--- src/rtl/iot_mon_pkg.sv ---
// Shared constants and helpers for the IoT fleet monitor.
package iot_mon_pkg;

  // Counter overflow behaviour selectors.
  localparam int WRAP = 0;
  localparam int SAT  = 1;

  // Width of the fleet total: one counter plus enough headroom to sum every channel.
  function automatic int total_width(input int width, input int channels);
    return width + $clog2(channels);
  endfunction

endpackage

--- src/rtl/iot_fleet_monitor_if.sv ---
// Control, threshold and read-back bundle of the fleet monitor.
interface iot_fleet_monitor_if #(
  parameter int WIDTH    = 8,
  parameter int CHANNELS = 4
);
  import iot_mon_pkg::*;

  localparam int TW = total_width(WIDTH, CHANNELS);

  logic [CHANNELS-1:0] change;
  logic [CHANNELS-1:0] on_off;
  logic                clr_peak;
  logic                clr_err;
  logic [TW-1:0]       thresh;
  logic [3:0]          rd_sel;
  logic [WIDTH-1:0]    count_out;
  logic [WIDTH-1:0]    peak_out;
  logic [TW-1:0]       total_out;
  logic [CHANNELS-1:0] err;
  logic                alarm;

  // Host side: drives events and reads status.
  modport master (
    output change, on_off, clr_peak, clr_err, thresh, rd_sel,
    input  count_out, peak_out, total_out, err, alarm
  );

  // Monitor side.
  modport slave (
    input  change, on_off, clr_peak, clr_err, thresh, rd_sel,
    output count_out, peak_out, total_out, err, alarm
  );

endinterface

--- src/rtl/iot_chan_counter.sv ---
// One device group: up/down counter with wrap or clamp, sticky error and peak tracker.
module iot_chan_counter
  import iot_mon_pkg::*;
#(
  parameter int WIDTH    = 8,
  parameter int SATURATE = WRAP
) (
  input  logic             clk,
  input  logic             rst,
  input  logic             change,
  input  logic             on_off,
  input  logic             clr_peak,
  input  logic             clr_err,
  output logic [WIDTH-1:0] cnt,
  output logic [WIDTH-1:0] peak,
  output logic             err
);

  localparam logic [WIDTH-1:0] CNT_MAX = {WIDTH{1'b1}};
  localparam logic [WIDTH-1:0] CNT_MIN = '0;

  logic [WIDTH-1:0] cnt_reg, cnt_next;
  logic [WIDTH-1:0] peak_reg, peak_next;
  logic             err_reg, err_next;
  logic             blocked;

  // Next count, blocked-move detection, sticky error and peak follow-up.
  always_comb begin
    cnt_next = cnt_reg;
    blocked  = 1'b0;
    if (change) begin
      if (on_off) begin
        if (SATURATE == SAT && cnt_reg == CNT_MAX) blocked = 1'b1;
        else cnt_next = cnt_reg + WIDTH'(1);
      end else begin
        if (SATURATE == SAT && cnt_reg == CNT_MIN) blocked = 1'b1;
        else cnt_next = cnt_reg - WIDTH'(1);
      end
    end
    // A fresh error in the clearing cycle survives the clear.
    err_next = blocked | (err_reg & ~clr_err);
    // Peak is re-based on the post-update count so a clear never loses the new value.
    if (clr_peak || cnt_next > peak_reg) peak_next = cnt_next;
    else peak_next = peak_reg;
  end

  // Channel state registers with asynchronous clear.
  always_ff @(posedge clk or posedge rst) begin
    if (rst) begin
      cnt_reg  <= '0;
      peak_reg <= '0;
      err_reg  <= 1'b0;
    end else begin
      cnt_reg  <= cnt_next;
      peak_reg <= peak_next;
      err_reg  <= err_next;
    end
  end

  assign cnt  = cnt_reg;
  assign peak = peak_reg;
  assign err  = err_reg;

endmodule

--- src/rtl/iot_fleet_monitor.sv ---
// Fleet monitor top: per-channel counters, registered fleet total, hysteretic alarm, read mux.
module iot_fleet_monitor
  import iot_mon_pkg::*;
#(
  parameter int WIDTH    = 8,
  parameter int CHANNELS = 4,
  parameter int SATURATE = WRAP,
  parameter int HYST     = 2
) (
  input logic               clk,
  input logic               rst,
  iot_fleet_monitor_if.slave bus
);

  localparam int TW = total_width(WIDTH, CHANNELS);
  localparam logic [TW-1:0] HYST_W = TW'(HYST);

  logic [WIDTH-1:0]    cnt_arr  [CHANNELS];
  logic [WIDTH-1:0]    peak_arr [CHANNELS];
  logic [CHANNELS-1:0] err_vec;
  logic [TW-1:0]       total_reg, total_next;
  logic                alarm_reg, alarm_next;
  logic [WIDTH-1:0]    count_mux, peak_mux;

  genvar gi;
  generate
    for (gi = 0; gi < CHANNELS; gi++) begin : g_chan
      iot_chan_counter #(
        .WIDTH    (WIDTH),
        .SATURATE (SATURATE)
      ) u_chan (
        .clk      (clk),
        .rst      (rst),
        .change   (bus.change[gi]),
        .on_off   (bus.on_off[gi]),
        .clr_peak (bus.clr_peak),
        .clr_err  (bus.clr_err),
        .cnt      (cnt_arr[gi]),
        .peak     (peak_arr[gi]),
        .err      (err_vec[gi])
      );
    end
  endgenerate

  // Sum of the current channel counts; registered below, so it trails the counters by one cycle.
  always_comb begin
    total_next = '0;
    for (int i = 0; i < CHANNELS; i++) total_next = total_next + TW'(cnt_arr[i]);
  end

  // Alarm sets at or above threshold and releases only below threshold minus hysteresis
  // (or at an empty fleet when the threshold is smaller than the hysteresis).
  always_comb begin
    alarm_next = alarm_reg;
    if (total_reg >= bus.thresh) begin
      alarm_next = 1'b1;
    end else if (bus.thresh >= HYST_W) begin
      if (total_reg < bus.thresh - HYST_W) alarm_next = 1'b0;
    end else if (total_reg == '0) begin
      alarm_next = 1'b0;
    end
  end

  // Fleet total and alarm registers with asynchronous clear.
  always_ff @(posedge clk or posedge rst) begin
    if (rst) begin
      total_reg <= '0;
      alarm_reg <= 1'b0;
    end else begin
      total_reg <= total_next;
      alarm_reg <= alarm_next;
    end
  end

  // Read-back mux; selects beyond the channel count read as zero.
  always_comb begin
    count_mux = '0;
    peak_mux  = '0;
    for (int i = 0; i < CHANNELS; i++) begin
      if (bus.rd_sel == 4'(i)) begin
        count_mux = cnt_arr[i];
        peak_mux  = peak_arr[i];
      end
    end
  end

  assign bus.count_out = count_mux;
  assign bus.peak_out  = peak_mux;
  assign bus.total_out = total_reg;
  assign bus.err       = err_vec;
  assign bus.alarm     = alarm_reg;

endmodule

--- src/flat_wrapper.sv ---
// flat-port wrapper written by rule: the top's interface ports become plain ports
module iot_fleet_monitor_flat import iot_mon_pkg::*;
#(
  parameter int WIDTH    = 8,
  parameter int CHANNELS = 4,
  parameter int SATURATE = WRAP,
  parameter int HYST     = 2
)
  (clk, rst, bus_change, bus_on_off, bus_clr_peak, bus_clr_err, bus_thresh, bus_rd_sel, bus_count_out, bus_peak_out, bus_total_out, bus_err, bus_alarm);
  iot_fleet_monitor_if #(.WIDTH(WIDTH), .CHANNELS(CHANNELS)) bus_i ();
  input logic clk;
  input logic rst;
  input wire logic [$bits(bus_i.change)-1:0] bus_change;
  input wire logic [$bits(bus_i.on_off)-1:0] bus_on_off;
  input wire logic [$bits(bus_i.clr_peak)-1:0] bus_clr_peak;
  input wire logic [$bits(bus_i.clr_err)-1:0] bus_clr_err;
  input wire logic [$bits(bus_i.thresh)-1:0] bus_thresh;
  input wire logic [$bits(bus_i.rd_sel)-1:0] bus_rd_sel;
  output wire logic [$bits(bus_i.count_out)-1:0] bus_count_out;
  output wire logic [$bits(bus_i.peak_out)-1:0] bus_peak_out;
  output wire logic [$bits(bus_i.total_out)-1:0] bus_total_out;
  output wire logic [$bits(bus_i.err)-1:0] bus_err;
  output wire logic [$bits(bus_i.alarm)-1:0] bus_alarm;
  assign bus_i.change = bus_change;
  assign bus_i.on_off = bus_on_off;
  assign bus_i.clr_peak = bus_clr_peak;
  assign bus_i.clr_err = bus_clr_err;
  assign bus_i.thresh = bus_thresh;
  assign bus_i.rd_sel = bus_rd_sel;
  assign bus_count_out = bus_i.count_out;
  assign bus_peak_out = bus_i.peak_out;
  assign bus_total_out = bus_i.total_out;
  assign bus_err = bus_i.err;
  assign bus_alarm = bus_i.alarm;
  iot_fleet_monitor #(.WIDTH(WIDTH), .CHANNELS(CHANNELS), .SATURATE(SATURATE), .HYST(HYST)) u_core (.clk(clk), .rst(rst), .bus(bus_i));
endmodule
--- config.mk ---
export PLATFORM = sky130hd
export DESIGN_NAME = iot_fleet_monitor_flat
export DESIGN_NICKNAME = d
export VERILOG_FILES = /design/src/rtl/iot_mon_pkg.sv /design/src/rtl/iot_fleet_monitor_if.sv /design/src/rtl/iot_chan_counter.sv /design/src/rtl/iot_fleet_monitor.sv /design/src/flat_wrapper.sv
export SDC_FILE = /design/constraint.sdc
export NUM_CORES = 1
export LEC_CHECK = 0
export ABC_AREA = 0
export CAP_MARGIN = 40
export CORE_MARGIN = 5
export CORE_UTILIZATION = 33
export CTS_CLUSTER_SIZE = 12
export DETAILED_ROUTE_END_ITERATION = 16
export GPL_TIMING_DRIVEN = 0
export PLACE_DENSITY = 0.55
export SLEW_MARGIN = 20
export SYNTH_ARGS = -nofsm -noshare
export SYNTH_HDL_FRONTEND = slang
export SYNTH_HIERARCHICAL = 1
export SYNTH_SLANG_ARGS = --single-unit
--- constraint.sdc ---
create_clock -name clk -period 4.35 [get_ports clk]
set_input_delay 0.87 -clock clk [delete_from_list [all_inputs] [get_ports clk]]
set_output_delay 0.87 -clock clk [all_outputs]
set_load 0.05 [all_outputs]
Word level (Yosys, flattened, before mapping)
Index checks and enable logic that the tools add are counted.

Register bits after elaboration: 79. Input port bits: 26. Output and inout port bits: 31. Word-level logic and storage cells: 70.

$add $sub $neg: 12. $lt $le $gt $ge: 7. Eq/ne operators: 4. Multiplexer cells: 20. Bitwise gates (word level): 5. Reductions and logical operators: 8.

Operators with widths (count): $mux W8 (16); $add A8 B1 Y8 const B (4); $gt A8 B8 Y1 (4); $sub A8 B1 Y8 const B (4); $add A10 B8 Y10 (2); $ge A10 B10 Y1 (1); $ge A10 B2 Y1 const B (1); $logic_not A10 Y1 (1); $lt A10 B10 Y1 (1); $sub A10 B2 Y10 const B (1); $add A8 B8 Y9 (1); $eq A4 B2 Y1 const B (2); $and A1 B1 Y1 (4); $eq A4 B1 Y1 const B (1); $logic_not A4 Y1 (1); $logic_or A1 B1 Y1 (4); $mux W1 (4); $ne A3 B2 Y1 const B (1); $reduce_bool A3 Y1 (1); $reduce_and A2 Y1 (1); $not A1 Y1 (1).

Depth between registers and ports, before layout
Gate-level depths: netlist (run 1).

Depth in word-level cells: 5. Depth in mapped cells: 12. Mapped depth without buffers: 12.

By module
The synthesis (run 1) kept the hierarchy.

Modules (own cells, without submodules): iot_chan_counter (times used 4, cells an instance 109, area an instance 1161.1 um2, seq. area each 425.4 um2); iot_fleet_monitor (times used 1, cells an instance 225, area an instance 2132.0 um2, seq. area each 275.3 um2).

Worst setup path after synthesis (run 1)
Ideal clock, no wire load.

Path kind: input port to flip-flop. From: in bus_on_off[0]. To: reg u_core.g_chan[0].u_chan.peak_reg[3]. Library setup time: 125 ps. Data arrival time: 3293 ps. Required time: 4225 ps. Path slack: 932 ps. Cell stages on the path: 11. Path buffers: 0. Cells stage by stage: inv_1 > ha_1 > nor2b_4 > o2111a_1 > nor4_1 > o31ai_2 > ha_1 > nand4_1 > a21o_1 > a31oi_4 > mux2_2.

Cells in the longest elaborated chain, start to end: 4.

Ends and longest elaborated chain: start: declaration (line flat_wrapper.sv:14) `input wire logic [$bits(bus_i.on_off)-1:0] bus_on_off;`; $mux W8 (line iot_chan_counter.sv:32) `if (on_off) begin`; $mux W8 (line iot_chan_counter.sv:31) `if (change) begin`; named net u_core.g_chan[0].u_chan.cnt_next[6] (line iot_chan_counter.sv:22) `logic [WIDTH-1:0] cnt_reg, cnt_next;`; $gt A8 B8 Y1 (line iot_chan_counter.sv:43) `if (clr_peak || cnt_next > peak_reg) peak_next = cnt_next;`; $logic_or A1 B1 Y1 (line iot_chan_counter.sv:43); end signal: assignment (line iot_chan_counter.sv:55) `peak_reg <= peak_next;`; end: declaration (line iot_chan_counter.sv:23) `logic [WIDTH-1:0] peak_reg, peak_next;`.

The timed path passes the listed nets, and every way through them passes these cells. A chain may end at the register's enable or synchronous reset.

Final worst setup path (run 1)
From: in bus_on_off[1]. To: reg u_core.g_chan[1].u_chan.peak_reg[3].

Cells in the longest elaborated chain, start to end: 4.

Ends and longest elaborated chain (line): $mux W8 (iot_chan_counter.sv:32); $mux W8 (iot_chan_counter.sv:31); named net u_core.g_chan[1].u_chan.cnt_next[6] (iot_chan_counter.sv:22); $gt A8 B8 Y1 (iot_chan_counter.sv:43); $logic_or A1 B1 Y1 (iot_chan_counter.sv:43); end signal: assignment (iot_chan_counter.sv:55); end: declaration (iot_chan_counter.sv:23).

The timed path passes the listed nets, and every way through them passes these cells.

==> impl_table.tex, run 1 <==
\begin{tabular}{lr}
\hline
Metric & Value \\
\hline
\multicolumn{2}{l}{\textbf{Placed design}} \\
\quad Final weighted congestion in routability-driven placement & 0.789 \\
\quad Port buffer count & 50 \\
\quad Placed cells & 981 \\
\quad Detailed-placement wirelength estimate & 13000 microns \\
\quad Placed Instance Area & 0.00761 sq mm \\
\multicolumn{2}{l}{\textbf{Synthesis}} \\
\quad Synthesized-area fraction occupied by xor and xnor cells & 4.01\% \\
\quad Area share of fa/ha/maj cells after synthesis & 21.6\% \\
\quad Portion of the post-synthesis area used by sequential elements & 29.2\% \\
\quad Area fraction in compound gates after synthesis & 14.8\% \\
\quad Cell types with the largest area share after synthesis & dfrtp\_1 (29\%), ha\_1 (16\%), inv\_1 (6.1\%) \\
\quad Simple logic cell fraction of the synthesized area & 10.5\% \\
\quad Most numerous cell types in the synthesized netlist & inv\_1 (110), ha\_1 (85), dfrtp\_1 (79) \\
\quad Share of flip-flops with an asynchronous set or reset after synthesis & 100\% \\
\quad Synth Net Count & 792 \\
\quad Number of enable flip-flop cells after synthesis & 0 \\
\quad Most common cell in the netlist & inv\_1 \\
\quad Multiplexer area fraction after synthesis & 12.9\% \\
\quad Count of mapped cells out of synthesis & 661 \\
\quad Post-synthesis instance area & 0.00678 sq mm \\
\quad Count of unique library cells instantiated by Yosys & 49 \\
\quad Syn avg cell area & 10.3 sq um \\
\quad YS warnings & 6 \\
\quad Number of storage elements in the synthesis netlist & 79 \\
\quad Area fraction of the dominant cell type after synthesis & 29.2\% \\
\quad Ys flop type & dfrtp\_1 \\
\quad Largest family of logic cells by synthesized area & adder cells \\
\quad Top cell type by total area after synthesis & dfrtp\_1 \\
\multicolumn{2}{l}{\textbf{Clocking}} \\
\quad Clock transition at the register clock pins on the worst setup and hold paths after CTS & 60 ps \\
\quad CTS tree & done \\
\quad Skew-Pair Late Insertion Delay & 350 ps \\
\quad Number of H-tree branching levels & 3 \\
\quad CTS Root Buffer Type & clkbuf\_16 \\
\quad Hold buffer count at CTS & 0 \\
\quad CTS Buffer Depth & 2 \\
\quad Number of CTS-inserted buffers & 9 \\
\quad Clock sink count & 79 \\
\multicolumn{2}{l}{\textbf{Floorplanning}} \\
\quad Die area & 0.0235 sq mm \\
\quad Core Rows & 52 \\
\quad I/O pin count & 57 \\
\quad Horizontal extent of the die & 153 microns \\
\quad Floorplan Core Area & 0.0202 sq mm \\
\quad Height of the die & 153 microns \\
\quad Initial Util & 33.5\% \\
\multicolumn{2}{l}{\textbf{Setup path}} \\
\quad CP Launch Point & bus\_on\_off[1] \\
\quad WS Path Type & in2reg \\
\quad Category of the worst setup path launch point & input port \\
\quad Data required, critical path & 4580 ps \\
\quad Kind of end point of the critical path & register \\
\quad Worst-path maximum fanout & 8 \\
\quad Arrival time worst endpoint & 4330 ps \\
\quad Worst r2r src & u\_core/g\_chan[3].u\_chan/cnt[0] \\
\multicolumn{2}{l}{\textbf{Worst hold path}} \\
\quad Launch point of the worst hold path & u\_core/g\_chan[2].u\_chan/err \\
\quad Worst Hold Class & reg2reg \\
\multicolumn{2}{l}{\textbf{Run}} \\
\quad Total of max-cap violations & 0 \\
\multicolumn{2}{l}{\textbf{Timing}} \\
\quad Transition at the pin with the smallest max-transition slack & 755 ps \\
\quad Number of endpoints with negative hold slack in the final report & 0 \\
\quad Setup TNS Final & 0 ps \\
\quad Period Utilization, post-route & 94.4\% \\
\quad Min cycle time layout & 4110 ps \\
\quad Maximum operating frequency & 243 MHz \\
\quad Final slew viol count & 0 \\
\quad Unrepaired setup endpoints after global routing & no \\
\quad Worst-case headroom to the max-slew limit & 49.6\% \\
\quad Setup Viol. Count Final & 0 \\
\quad Clock Skew & 13.4 ps \\
\multicolumn{2}{l}{\textbf{Routing}} \\
\quad Remaining number of nets flagged by the antenna check after routing & 0 \\
\quad Drt initial violations & 244 \\
\quad Highest layer used for signal routing & met4 \\
\quad Final wirelength & 16100 microns \\
\quad Routed via count divided by cell count & 4.95 \\
\quad Number of iterations in the first detailed-routing pass & 4 \\
\quad Number of vias in the routed layout & 4941 \\
\quad Routed length on met3 & 750 microns \\
\quad Drt drc & 0 \\
\quad Post-Route M1 WL & 7880 microns \\
\quad Met2 WL & 7190 microns \\
\quad Mean routed wirelength per cell & 16.1 microns \\
\multicolumn{2}{l}{\textbf{Cells and area}} \\
\quad Utilization of the core after routing & 39.3\% \\
\quad Finished Layout Cells & 999 \\
\quad Fraction of final layout cells sized beyond drive strength 1 & 12.3\% \\
\quad Count of inserted antenna diode cells & 0 \\
\quad Post-route standard cell area excluding fillers & 0.00796 sq mm \\
\quad Final layout net count & 855 \\
\quad Layout-stage area growth over the synthesis result & 17.4\% \\
\multicolumn{2}{l}{\textbf{Global routing}} \\
\quad Maximum number of pins on one net before global-route repair & 18 \\
\quad Number of global-route vias before repair & 4931 \\
\quad Antenna violations before repair & 0 \\
\quad Aggregate global routing overflow & 0 \\
\quad GRT Total Usage & 14.0\% \\
\quad Global-route wire length before repair & 26400 microns \\
\multicolumn{2}{l}{\textbf{Run status}} \\
\quad Status & finished, final reports clean \\
\hline
\end{tabular}
[final timing paths]
kind	end	cells past startpoint	slack (ps)
min reg2reg	u_core/g_chan[2].u_chan/err	1	500
min in group asynchronous	u_core/bus.total_out[0]	2	1020
max	u_core/g_chan[1].u_chan/peak[3]	12	240
max in group asynchronous	u_core/g_chan[0].u_chan/err	2	2690
max reg2reg	u_core/g_chan[3].u_chan/peak[3]	11	1040
min	u_core/g_chan[2].u_chan/err	1	500
[critical path, cell delays in order]
cell	delay (ps)
clkdlybuf4s50_1	580
inv_1	190
ha_1	390
a21oi_1	260
and2b_1	230
o31a_1	250
o31ai_2	300
ha_1	200
nand4_1	110
a21o_1	200
a31oi_4	360
mux2_2	390
[per-stage QoR]
step           setup WS [ps]  hold WS (ps)
2_1_floorplan            932           475
3_3_place_gp            -138           490
3_5_place_dp            -129           492
4_1_cts                  232           508
5_1_grt                 6.27           538
6_report                 243           503
[cell usage in the layout (no fill, tap or decap), types with 13 or more instances in the layout]
| master | Yosys | routed |
|---|---|---|
| a21oi_1 | 29 | 29 |
| clkdlybuf4s50_1 | 0 | 50 |
| dfrtp_1 | 79 | 79 |
| fa_1 | 20 | 20 |
| ha_1 | 85 | 85 |
| inv_1 | 110 | 110 |
| mux2_1 | 20 | 20 |
| mux2_2 | 20 | 20 |
| mux4_2 | 16 | 16 |
| nand2_1 | 21 | 21 |
| nor2_1 | 22 | 22 |
| nor2b_1 | 29 | 29 |
| nor3_1 | 15 | 15 |
| o21a_1 | 14 | 14 |
| o21ai_1 | 13 | 13 |
| xnor2_1 | 23 | 23 |
[metal layers]
metal / GRT usage [%] / up-vias
met1: 20.1 / 2371
li1: - / 2462
met3: 2.54 / 12
met5: 0 / -
met2: 21.8 / 96
met4: 3.90 / 0
[cells by family (layout without fill, tap and decap cells)]
family | count (synthesis) | after routing
AOI/OAI and AO/OA | 133 | 133
adders and majority gates | 105 | 105
muxes | 60 | 60
DFF | 79 | 79
xor gates and xnor gates | 31 | 31
buffers and inverters | 125 | 193
and+or+nand+nor | 128 | 128
[area by class of cell]
type	count	area, sq um
Timing Repair Buffer	52	536
Buffer	9	42.5
Sequential cell	79	1980
Fill cell	1975	12300
Clock inverter	4	52.6
Inverter	116	435
Tap cell	270	338
Clock buffer	12	256
Multi-Input combinational cell	457	4320
[timing repair]
item,in CTS,in global routing
resized for setup,0,0
setup endpoints to repair,0,6
hold endpoints to repair,0,0
setup buffers,0,1
Power of run 1 is not shown: default switching activity piles up to over one toggle a cycle in this logic, so the estimate is an artifact.
==> run 2, diff against run 1 <==
--- a/config.mk
+++ b/config.mk
@@ -7,7 +7,6 @@
 export LEC_CHECK = 0
 export ABC_AREA = 0
 export CAP_MARGIN = 40
-export CORE_MARGIN = 5
 export CORE_UTILIZATION = 33
 export CTS_CLUSTER_SIZE = 12
 export DETAILED_ROUTE_END_ITERATION = 16
@@ -18,3 +17,4 @@
 export SYNTH_HDL_FRONTEND = slang
 export SYNTH_HIERARCHICAL = 1
 export SYNTH_SLANG_ARGS = --single-unit
+export TNS_END_PERCENT = 20
==> run 2 against run 1 <==
  * First-iteration DRC count decreased by 20%
  * Worst setup slack lost 9.8 ps
  * Critical path depth unchanged
  * Clock skew decreased by 3.4 ps
  * Via count is 0.26% lower
  * Maximum frequency is 0.24% lower
  * Final cell count fell by 0.20%
  * Sequential cell count did not move
  * Non-clock buffer count decreased by 2
  * Count of clock-buffer cells in the layout did not move
  * Sequential share of layout area rose by 0.063 points
  * Hold slack about the same
  * Largest cell class unchanged
==> impl_table.tex, run 2 (synthesized netlist as in run 1, its figures left out) <==
\begin{tabular}{lr}
\hline
Metric & Value \\
\hline
\multicolumn{2}{l}{\textbf{Routing}} \\
\quad Routed via count divided by cell count & 4.94 (about the same) \\
\quad Drt drc & 0 (unchanged) \\
\quad Number of vias in the routed layout & 4928 (-0.26\%) \\
\quad Remaining number of nets flagged by the antenna check after routing & 0 (unchanged) \\
\quad Final wirelength & 15900 microns (-1.1\%) \\
\quad Number of iterations in the first detailed-routing pass & 5 (+1) \\
\quad Drt initial violations & 194 (-20\%) \\
\quad Mean routed wirelength per cell & 15.9 microns (-0.88\%) \\
\multicolumn{2}{l}{\textbf{Floorplanning}} \\
\quad Floorplan Core Area & 0.0202 sq mm (-0.32\%) \\
\quad Initial Util & 33.6\% (+0.11 points) \\
\quad Core Rows & 52 (unchanged) \\
\quad Height of the die & 145 microns (-5.2\%) \\
\quad Die area & 0.0211 sq mm (-10\%) \\
\quad Horizontal extent of the die & 145 microns (-5.2\%) \\
\quad I/O pin count & 57 (unchanged) \\
\multicolumn{2}{l}{\textbf{Clocking}} \\
\quad CTS tree & done \\
\quad Clock transition at the register clock pins on the worst setup and hold paths after CTS & 60 ps (about the same) \\
\quad Quantity of gates resized following cts & 0 (unchanged) \\
\quad Number of CTS-inserted buffers & 9 (unchanged) \\
\quad CTS Buffer Depth & 2 (unchanged) \\
\quad Skew-Pair Late Insertion Delay & 350 ps (about the same) \\
\quad Number of H-tree branching levels & 3 (unchanged) \\
\quad CTS Root Buffer Type & clkbuf\_16 \\
\quad Clock sink count & 79 (unchanged) \\
\quad Postcts setup bufs & 0 (unchanged) \\
\quad Hold buffer count at CTS & 0 (unchanged) \\
\multicolumn{2}{l}{\textbf{Global routing}} \\
\quad Maximum number of pins on one net before global-route repair & 18 (unchanged) \\
\quad Antenna violations before repair & 0 (unchanged) \\
\quad Global-route wire length before repair & 25500 microns (-3.7\%) \\
\quad Aggregate global routing overflow & 0 (unchanged) \\
\quad Number of global-route vias before repair & 4716 (-4.4\%) \\
\quad GRT Total Usage & 15.6\% (+1.6 points) \\
\multicolumn{2}{l}{\textbf{Timing}} \\
\quad Clock Skew & 10.0 ps (-3.35 ps) \\
\quad Period Utilization, post-route & 94.6\% (+0.22 points) \\
\quad Transition at the pin with the smallest max-transition slack & 756 ps (+0.724 ps) \\
\quad Worst-case headroom to the max-slew limit & 49.6\% (about the same) \\
\quad Number of endpoints with negative hold slack in the final report & 0 (unchanged) \\
\quad Unrepaired setup endpoints after global routing & no \\
\quad Min cycle time layout & 4120 ps (+9.77 ps) \\
\quad Final hold slack & 503 ps (+0.0120 ps) \\
\quad Setup TNS Final & 0 ps (unchanged) \\
\quad Maximum operating frequency & 243 MHz (-0.24\%) \\
\quad Final slew viol count & 0 (unchanged) \\
\quad Setup Viol. Count Final & 0 (unchanged) \\
\multicolumn{2}{l}{\textbf{Cells and area}} \\
\quad Fraction of final layout cells sized beyond drive strength 1 & 12.0\% (-0.38 points) \\
\quad Post-route standard cell area excluding fillers & 0.00794 sq mm (-0.25\%) \\
\quad Count of inserted antenna diode cells & 0 (unchanged) \\
\quad Most frequent standard cell in the layout excluding fill and tap cells & inv\_1 \\
\quad Layout-stage area growth over the synthesis result & 17.2\% \\
\quad Finished Layout Cells & 997 (-0.20\%) \\
\quad Final layout net count & 853 (-0.23\%) \\
\quad Leading cell types in the layout, fill and taps excluded & inv\_1 (110), ha\_1 (85), dfrtp\_1 (79) \\
\multicolumn{2}{l}{\textbf{Run status}} \\
\quad Status & finished, final reports clean \\
\multicolumn{2}{l}{\textbf{Run}} \\
\quad Total of max-cap violations & 0 (unchanged) \\
\multicolumn{2}{l}{\textbf{Placed design}} \\
\quad Placed cells & 981 (unchanged) \\
\quad Placed Instance Area & 0.00761 sq mm (unchanged) \\
\quad Final weighted congestion in routability-driven placement & 0.820 (+3.9\%) \\
\quad Port buffer count & 50 (unchanged) \\
\quad Detailed-placement wirelength estimate & 12800 microns (-1.4\%) \\
\multicolumn{2}{l}{\textbf{Setup path}} \\
\quad Category of the worst setup path launch point & input port \\
\quad Reg-to-reg critical path endpoint & u\_core/g\_chan[3].u\_chan/peak[1] \\
\quad Number of cells traversed by the worst register-to-register path & 11 (unchanged) \\
\quad Worst-path maximum fanout & 8 (unchanged) \\
\quad Kind of end point of the critical path & register \\
\quad Data required, critical path & 4580 ps (about the same) \\
\quad Slack of the worst reg-to-reg path & 1040 ps (about the same) \\
\quad CP Launch Point & bus\_on\_off[0] \\
\quad Endpoint of the worst setup timing path & u\_core/g\_chan[0].u\_chan/peak[5] \\
\quad Worst r2r src & u\_core/g\_chan[3].u\_chan/cnt[0] \\
\quad WS Path Type & in2reg \\
\quad Arrival time worst endpoint & 4340 ps (about the same) \\
\multicolumn{2}{l}{\textbf{Worst hold path}} \\
\quad Worst Hold Class & reg2reg \\
\hline
\end{tabular}
[run 2: changes by cell type in the layout (fill, tap and decap cells not counted)]
cell | before | now
bufinv_16 | 1 | 2
buf_8 | 1 | 0
clkbuf_1 | 3 | 4
buf_12 | 1 | 0
clkinv_2 | 1 | 0
clkbuf_8 | 2 | 1
[run 2: worst max-delay path: stages]
cell and delay [ps]:
clkdlybuf4s50_1 590, inv_1 190, ha_1 390, a21oi_1 240, and2b_1 230, o31a_1 240
o31ai_2 320, ha_1 190, nand4_1 110, a21o_1 200, a31oi_4 370, mux2_2 390
[run 2: cell type report]
cell class / instances / area [sq um]
Fill cell: 1981 / 12200
Multi-Input combinational cell: 457 / 4320
Sequential cell: 79 / 1980
Timing Repair Buffer: 50 / 500
Inverter: 116 / 435
Tap cell: 270 / 338
Clock buffer: 12 / 246
Clock inverter: 4 / 77.6
Buffer: 9 / 42.5
[run 2: metal layers]
| layer | GRT usage (%) | routed length, microns |
|---|---|---|
| met1 | 21.9 | 7740 |
| met2 | 24.5 | 7180 |
| met3 | 2.61 | 674 |
| met4 | 5.21 | 304 |
| met5 | 0 | 0 |
[run 2: per-stage QoR]
step | setup WS [ps] | utilization, %
after global placement | -139 | 37.8
after detailed placement | -104 | 37.8
after global routing | 44.8 | 39.4
final | 233 | 39.4
after floorplan | 932 | -
after CTS | 251 | 39.4
[run 2: how the worst min path moves through the flow]
| stage | from | end | slack, ps | depth (start not counted) |
|---|---|---|---|---|
| 2_1_floorplan | u_core/g_chan[2].u_chan/peak[1] | u_core/g_chan[2].u_chan/peak[1] | 480 | 1 |
| 3_3_place_gp | u_core/g_chan[0].u_chan/err | u_core/g_chan[0].u_chan/err | 490 | 1 |
| 3_5_place_dp | u_core/g_chan[1].u_chan/err | u_core/g_chan[1].u_chan/err | 490 | 1 |
| 4_1_cts | u_core/g_chan[1].u_chan/err | u_core/g_chan[1].u_chan/err | 510 | 1 |
| 5_1_grt | u_core/g_chan[1].u_chan/err | u_core/g_chan[1].u_chan/err | 530 | 1 |
| 6_report | u_core/g_chan[2].u_chan/err | u_core/g_chan[2].u_chan/err | 500 | 1 |
Power of run 2 is left out for the same reason.
